### config.mk
export PLATFORM = sky130hd
export DESIGN_NAME = enigma_collector
export DESIGN_NICKNAME = d
export VERILOG_FILES = /design/src/rtl/enigma_pkg.sv /design/src/rtl/symb_fifo.sv /design/src/rtl/enigma_collector.sv
export SDC_FILE = /design/constraint.sdc
export NUM_CORES = 1
export LEC_CHECK = 0
export ABC_AREA = 1
export ABC_CLOCK_PERIOD_IN_PS = 2050
export CAP_MARGIN = 20
export CORE_MARGIN = 4
export CORE_UTILIZATION = 53
export DETAILED_ROUTE_END_ITERATION = 12
export GPL_ROUTABILITY_DRIVEN = 0
export PLACE_DENSITY = 0.73
export SLEW_MARGIN = 25
export SYNTH_ARGS = -nofsm -noshare
export SYNTH_HDL_FRONTEND = slang
export SYNTH_SLANG_ARGS = --single-unit
### constraint.sdc
create_clock -name clk_i -period 2.05 [get_ports clk_i]
set_input_delay 0.205 -clock clk_i [delete_from_list [all_inputs] [get_ports clk_i]]
set_output_delay 0.205 -clock clk_i [all_outputs]
set_load 0.1 [all_outputs]
### src/rtl/enigma_pkg.sv
// Shared types for the Enigma symbol collector: symbol encoding and controller states.
package enigma_pkg;

  typedef logic signed [6:0] symb_t;

  localparam symb_t IDLE_SYMB    = 7'sd0;
  localparam int    DEF_MAX_SYMB = 26;

  typedef enum logic [1:0] {
    IDLE,
    COLLECT,
    DRAIN,
    DONE
  } coll_state_t;

endpackage

### src/rtl/symb_fifo.sv
// Symbol FIFO with extra-MSB pointers.
// The head is shown combinationally and forced to IDLE_SYMB when the FIFO is empty.
module symb_fifo
  import enigma_pkg::*;
#(
  parameter int DEPTH = 16
) (
  input  logic  clk_i,
  input  logic  rst_i,
  input  logic  wr_i,
  input  symb_t wr_data_i,
  input  logic  rd_i,
  output symb_t rd_data_o,
  output logic  full_o,
  output logic  empty_o
);

  localparam int AW = $clog2(DEPTH);

  logic [AW:0] wr_ptr;
  logic [AW:0] rd_ptr;
  symb_t       mem [DEPTH];
  logic        wr_ok;
  logic        rd_ok;

  assign full_o  = (wr_ptr[AW] != rd_ptr[AW]) && (wr_ptr[AW-1:0] == rd_ptr[AW-1:0]);
  assign empty_o = (wr_ptr == rd_ptr);

  // A read on the same edge frees the slot, so a write into a full FIFO is still taken.
  assign wr_ok = wr_i && (!full_o || rd_i);
  assign rd_ok = rd_i && !empty_o;

  assign rd_data_o = empty_o ? IDLE_SYMB : mem[rd_ptr[AW-1:0]];

  always_ff @(posedge clk_i or negedge rst_i) begin
    if (!rst_i) begin
      wr_ptr <= '0;
      rd_ptr <= '0;
    end else begin
      if (wr_ok) wr_ptr <= wr_ptr + (AW+1)'(1);
      if (rd_ok) rd_ptr <= rd_ptr + (AW+1)'(1);
    end
  end

  always_ff @(posedge clk_i) begin
    if (wr_ok) mem[wr_ptr[AW-1:0]] <= wr_data_i;
  end

endmodule

### src/rtl/enigma_collector.sv
// Collects a target number of legal letter symbols from a sparse cipher stream.
// The symbols are buffered in a FIFO and drained downstream.
module enigma_collector
  import enigma_pkg::*;
#(
  parameter int FIFO_DEPTH = 16,
  parameter int MAX_SYMB   = DEF_MAX_SYMB
) (
  input  logic       clk_i,
  input  logic       rst_i,
  input  logic       start_i,
  input  logic [7:0] symb_numb_i,
  input  symb_t      symb_i,
  input  logic       rdy_i,
  output symb_t      symb_o,
  output logic       vld_o,
  output logic [7:0] cnt_o,
  output logic       busy_o,
  output logic       done_o,
  output logic       err_o,
  output logic       ovf_o
);

  coll_state_t state;
  logic [7:0]  tgt_q;
  logic        fifo_full;
  logic        fifo_empty;
  logic        sym_legal;
  logic        sym_illegal;
  logic        wr_req;
  logic        rd_req;
  logic        wr_drop;
  logic [7:0]  cnt_inc;

  function automatic logic [7:0] sat_inc8(input logic [7:0] v);
    return (v == 8'hFF) ? v : v + 8'd1;
  endfunction

  assign sym_legal   = (symb_i > IDLE_SYMB) && (int'(symb_i) <= MAX_SYMB);
  assign sym_illegal = (symb_i != IDLE_SYMB) && !sym_legal;
  assign wr_req      = (state == COLLECT) && sym_legal;
  assign rd_req      = vld_o && rdy_i;
  assign wr_drop     = wr_req && fifo_full && !rd_req;
  assign cnt_inc     = sat_inc8(cnt_o);
  assign vld_o       = !fifo_empty;

  symb_fifo #(
    .DEPTH(FIFO_DEPTH)
  ) u_fifo (
    .clk_i    (clk_i),
    .rst_i    (rst_i),
    .wr_i     (wr_req),
    .wr_data_i(symb_i),
    .rd_i     (rd_req),
    .rd_data_o(symb_o),
    .full_o   (fifo_full),
    .empty_o  (fifo_empty)
  );

  always_ff @(posedge clk_i) begin
    if (state == IDLE && start_i) tgt_q <= symb_numb_i;
  end

  always_ff @(posedge clk_i or negedge rst_i) begin
    if (!rst_i) begin
      state  <= IDLE;
      cnt_o  <= '0;
      busy_o <= 1'b0;
      done_o <= 1'b0;
      err_o  <= 1'b0;
      ovf_o  <= 1'b0;
    end else begin
      done_o <= 1'b0;
      unique case (state)
        IDLE: begin
          if (start_i) begin
            cnt_o <= '0;
            err_o <= 1'b0;
            ovf_o <= 1'b0;
            if (symb_numb_i == '0) begin
              state  <= DONE;
              done_o <= 1'b1;
            end else begin
              state  <= COLLECT;
              busy_o <= 1'b1;
            end
          end
        end
        COLLECT: begin
          if (sym_illegal) err_o <= 1'b1;
          if (wr_drop)     ovf_o <= 1'b1;
          // The target is compared against the post-increment count so the final symbol ends the run.
          if (wr_req) begin
            cnt_o <= cnt_inc;
            if (cnt_inc == tgt_q) state <= DRAIN;
          end
        end
        DRAIN: begin
          if (fifo_empty) begin
            state  <= DONE;
            done_o <= 1'b1;
            busy_o <= 1'b0;
          end
        end
        DONE:    state <= IDLE;
        default: state <= IDLE;
      endcase
    end
  end

endmodule

Yosys cells after proc, flatten, opt, wreduce, memory -nomap -nowiden
Memory sizes are Yosys's and may differ from the RTL's.
Index checks and enable logic that the tools add are counted.
{"block": "classes", "n_addsub": 3, "n_lt_le_gt_ge": 2, "eq_ne": 15, "muxes": 26, "reduce_logical": 25}
{"op": "8-bit two-way mux", "count": 3}
{"op": "8-bit case mux with 2 select lines", "count": 1}
{"op": "1-bit two-way mux", "count": 11}
{"op": "5-bit by 1-bit adder with 5-bit output, second input constant", "count": 2}
{"op": "1-bit logical AND", "count": 10}
{"op": "2-bit two-way mux", "count": 5}
{"op": "3-bit AND reduction", "count": 3}
{"op": "8-bit by 1-bit adder with 8-bit output, second input constant", "count": 1}
{"op": "8-bit equality test", "count": 1}
{"op": "8-bit equality test, second input constant", "count": 1}
{"op": "8-bit zero test", "count": 1}
{"op": "2-bit inequality test, second input constant", "count": 4}
{"op": "1-bit case mux with 2 select lines", "count": 4}
{"op": "2-bit case mux with 4 select lines", "count": 1}
{"op": "4-bit AND reduction", "count": 2}
{"op": "7-bit by 1-bit > comparator with 1-bit output, second input constant", "count": 1}
{"op": "7-bit by 6-bit <= comparator with 1-bit output, second input constant", "count": 1}
{"op": "7-bit two-way mux", "count": 1}
{"op": "7-bit nonzero test", "count": 1}
{"op": "2-bit by 1-bit inequality test with 1-bit output, second input constant", "count": 3}
{"op": "5-bit equality test", "count": 1}
{"op": "2-bit equality test, second input constant", "count": 2}
{"op": "4-bit equality test", "count": 1}
{"op": "1-bit zero test", "count": 4}
{"op": "other kinds (5)", "count": 6}
{"block": "totals", "regBits": 32, "ramBits": 112, "inputBits": 19, "out_inout_bits": 20, "wordCells": 81, "mem_count": 1}
{"memory": "u_fifo.mem", "depth": 16, "width": 7, "read_ports": 1, "rd_clocked_by_memory_dff": 0, "wr": 1, "line": "symb_fifo.sv:22", "rtl": "symb_t mem [DEPTH];"}

Longest topological paths before layout
{"block": "depth", "ltp_word": 7, "depth_mapped": 15, "depth_no_buf": 15}

Cells and area by module
Synthesis repeated with hierarchy kept, for this count alone.
{"block": "unflattened", "cells_unflattened": 745, "hier_area_um2": 6990.5}
{"mod": "symb_fifo", "instances": 1, "cells_each": 563, "area_each_um2": 5565.3, "seq_area_each_um2": 3613.5}
{"mod": "enigma_collector", "instances": 1, "cells_each": 182, "area_each_um2": 1425.1, "seq_area_each_um2": 590.6}

Worst setup path before layout
Ideal clock, no wire load.
{"block": "synth_path", "kind": "flip-flop to output port", "start": "register u_fifo.rd_ptr[1]", "end": "output port symb_o[0]", "t_arrival_ps": 3404, "required_ps": 1845, "path_slack_ps": -1559, "path_stages_with_launch": 7, "path_buffers": 1, "cell_sequence": "dfrtp_1 > buf_4 > xor2_1 > nor2_1 > nand3_1 > inv_1 > a31oi_1"}
{"block": "synth_between", "elab_chain_cells": 2, "elab_cells_between_ends": 3, "cone_classes": "eq/ne (1); mux (1); memory (1)"}
{"element": "from (decl)", "line": "symb_fifo.sv:21", "rtl": "logic [AW:0] rd_ptr;"}
{"element": "from (signal assigned)", "line": "symb_fifo.sv:41", "rtl": "if (rd_ok) rd_ptr <= rd_ptr + (AW+1)'(1);"}
{"element": "memory read 16 x 7 bit / 5-bit equality test (equally long branches)"}
{"element": "7-bit two-way mux (*)", "line": "symb_fifo.sv:33", "rtl": "assign rd_data_o = empty_o ? IDLE_SYMB : mem[rd_ptr[AW-1:0]];"}
{"element": "to (decl)", "line": "enigma_collector.sv:15", "rtl": "output symb_t symb_o,"}
Every way passes the cells marked *; elsewhere a longest branch is shown, timed or not.

Worst setup path in the final report
{"block": "layout_path", "start": "register u_fifo.rd_ptr[0]", "end": "output port symb_o[3]"}
Same word-level chain as after synthesis.

==> results.tsv <==
metric	value	unit
drv_slew	0	
cts_tree	done	
grt_overflow	0	
syn_inst	558	
peakVddDrop	1300	uV
setup_slack	-359	ps
core	11600	sq um
cts_buffer_depth	2	
cts-htree-levels	4	
nets	687	
grt_use_total	23.7	%
n_antenna_cell	0	
place.detailed.hpwl	10200	um
swShare	42.0	%
drc	0	
synth_area	6410	sq um
drive_gt1_share	30.5	%
switchingPower	5.92	mW
final_util	74.8	%
maxSlewHeadroom	67.4	%
hold_ws	147	ps
drt-total-wl	17300	um
fp.dieW	118	um
grt_pass1_vias	4521	
leakagePower	3.33	nW
pwr-share-seq	26.0	%
path_clk_slew	60	ps
cp.arrival	2200	ps
yosys_warnings	0	
fp.dieArea	13900	sq um
routedWlPerCell	21.3	um
path_cells	buf_6 -> clkbuf_16 -> mux2i_4 -> o22ai_2 -> a22o_1 -> inv_2 -> a21oi_4 -> buf_12	
drv_cap	0	
cp-start-kind	flip-flop	
cp-end-kind	output port	
vias_per_cell	5.89	
ys_seq_area_share	65.6	%
syn_to_final_growth	35.6	%
cp_max_fo	7	
fin_tns_setup	-21960	ps
skew	10.3	ps
numCtsBuffers	17	
clk_latency	430	ps
setup_viol	122	
crit_path_top_delay_cell	dfrtp_2	
pwr-share-comb	51.2	%
ys_seq_elements	144	
die_h	118	um
grt_max_degree	44	
cts_sinks	144	
vias	4804	
hold_path.class	primary input to async pin	
power.total	14.1	mW
portBuffers	38	
boundaryPins	39	
grt_first_pass_wirelength	24800	um
drtPass1Iterations	5	
yosysUniqueCellTypes	40	
fp-row-count	39	
synth_fp_nets	586	
place_area	7460	sq um
period_needed	2410	ps
max_stage_delay	470	ps
p_int	8.19	mW
required	1850	ps
outcome	finished, violations left	
drtIter0Drc	747	
ant_nets	0	
reg2reg_slack	-240	ps
root_buffer	clkbuf_16	
rsz0062_at_grt	true	
antenna_found_initial	0	
fmax	415	MHz
hold_viol_final	0	
stdcell_area	8690	sq um
tightestPinTransition	487	ps
path_class	flip-flop to output port	
initial_core_util	55.2	%
powerDensity	1620	nW/um^2
violations	negative setup slack	
min_period_over_period	118	%
syn_avg_cell_area	11.5	sq um
clock_power_share	22.7	%
## power groups by stage
stage / Sequential, mW / Clock, mW / Combinational (mW)
final: 3.67 / 3.21 / 7.23
after CTS: 3.64 / 3.24 / 6.65
after floorplan: 4.00 / 0 / 3.84
after detailed placement: 3.68 / 0 / 6.16
after global routing: 3.70 / 3.41 / 7.58
after global placement: 3.67 / 0 / 6.09
## layout by cell type, fill, tap and decap left out, types with 3 or more instances in the layout
cell,Yosys,final
a21oi_1,6,3
a21oi_4,0,3
a22o_1,3,3
a31oi_4,0,4
buf_12,0,15
buf_4,4,50
buf_6,1,17
clkbuf_16,0,23
clkdlybuf4s50_1,0,18
clkinv_2,0,4
dfrtp_1,24,14
dfrtp_2,0,8
edfxtp_1,120,120
ha_1,9,8
inv_1,35,31
inv_2,1,5
mux2i_1,15,7
mux2i_2,0,6
nand2_1,84,80
nand2_2,6,6
nand2_4,2,6
nand3_1,27,24
nand3_2,3,5
nor2_1,85,67
nor2_2,2,7
nor2_4,3,16
o211ai_1,7,7
o21ai_0,43,33
o21ai_1,0,10
o221ai_1,7,6
o22ai_1,10,6
o22ai_2,0,4
o32ai_1,11,3
o32ai_2,0,8
xor2_1,12,12
## what timing repair did
item | in CTS | in global routing
setup buffers | 5 | 9
pin swaps | 11 | 23
hold buffers | 0 | 0
gates cloned | 1 | 4
gates resized for setup | 37 | 75
endpoints found under the setup margin | 7 | 123
## final timing paths
kind,startpoint,endpoint,cells after the start
worst min-delay path,rst_i,cnt_o[1]$_DFFE_PN0P_,2
worst max-delay path,u_fifo.rd_ptr[0]$_DFFE_PN0P_,symb_o[3],8
worst min register to register,u_fifo.wr_ptr[4]$_DFFE_PN0P_,u_fifo.wr_ptr[4]$_DFFE_PN0P_,1
worst max register to register,u_fifo.rd_ptr[0]$_DFFE_PN0P_,u_fifo.mem[15][4]$_DFFE_PP_,9
min in group clk_i,symb_numb_i[4],tgt_q[4]$_DFFE_PP_,1
max in group asynchronous,rst_i,cnt_o[0]$_DFFE_PN0P_,2
## cell usage after synthesis, drive strengths merged
library cell	count	area, sq um
edfxtp	120	3600
nand2	92	375
nor2	90	365
o21ai	43	215
inv	36	135
nand3	30	165
dfrtp	24	601
mux2i	15	150
buf	12	75.1
xor2	12	105
clkbuf	11	41.3
o32ai	11	96.3
o22ai	10	62.6
ha	9	113
o211ai	7	52.6
o221ai	7	61.3
a21oi	6	30.0
a31oi	4	25.0
a22o	3	26.3
clkinv	2	7.51
nand4	2	12.5
nor3	2	21.3
nor4	2	12.5
or2	2	12.5
xnor2	2	17.5
and2	1	6.26
and3	1	6.26
nand3b	1	7.51
o21a	1	7.51
## metrics by stage
stage	setup slack [ps]	instances
global route	-418	815
CTS	-335	803
finish	-359	815
detailed placement	-233	765
global placement	-220	765
floorplan	-186	558
## cell type report
class / instances / area (sq um)
Multi-Input combinational cell: 354 / 2370
Sequential cell: 144 / 4220
Fill cell: 688 / 2920
Inverter: 38 / 145
Timing Repair Buffer: 104 / 1140
Clock inverter: 8 / 96.3
Clock buffer: 24 / 536
Tap cell: 143 / 179
## kinds of logic (layout without fill, tap and decap cells)
family	count (synthesis)	in the layout	share of synthesized area, %
adder cells (fa/ha/maj)	9	9	1.76
XOR/XNOR	14	14	1.91
multiplexers	15	15	2.34
AND/OR/NAND/NOR	223	224	15.4
flip-flops	144	144	65.6
buffers and inverters	61	174	4.04
AO/OA/AOI/OAI	92	92	9.00
## worst max-delay path: cells and delay by family (launching register included)
kind,cells,cell delay (ps)
buffers and inverters,4,590
multiplexers,1,180
flip-flops,1,470
AO/OA/AOI/OAI,3,530
## sequential cells by signal (all words and copies together) (netlist names)
signal,count
cnt_o,8
u_fifo.rd_ptr,5
err_o,1
ovf_o,1
u_fifo.wr_ptr,5
state,2
u_fifo.mem,112
busy_o,1
done_o,1
tgt_q,8
## routing by layer
layer | vias to the layer above | global-route usage [%] | wire (um)
met4 | 0 | 8.50 | 581
met5 | - | 0 | 0
met2 | 297 | 37.1 | 8180
met3 | 51 | 7.83 | 1820
met1 | 2272 | 31.2 | 6740
li1 | 2184 | - | -
Note: power is estimated with default switching activity, not from simulation.
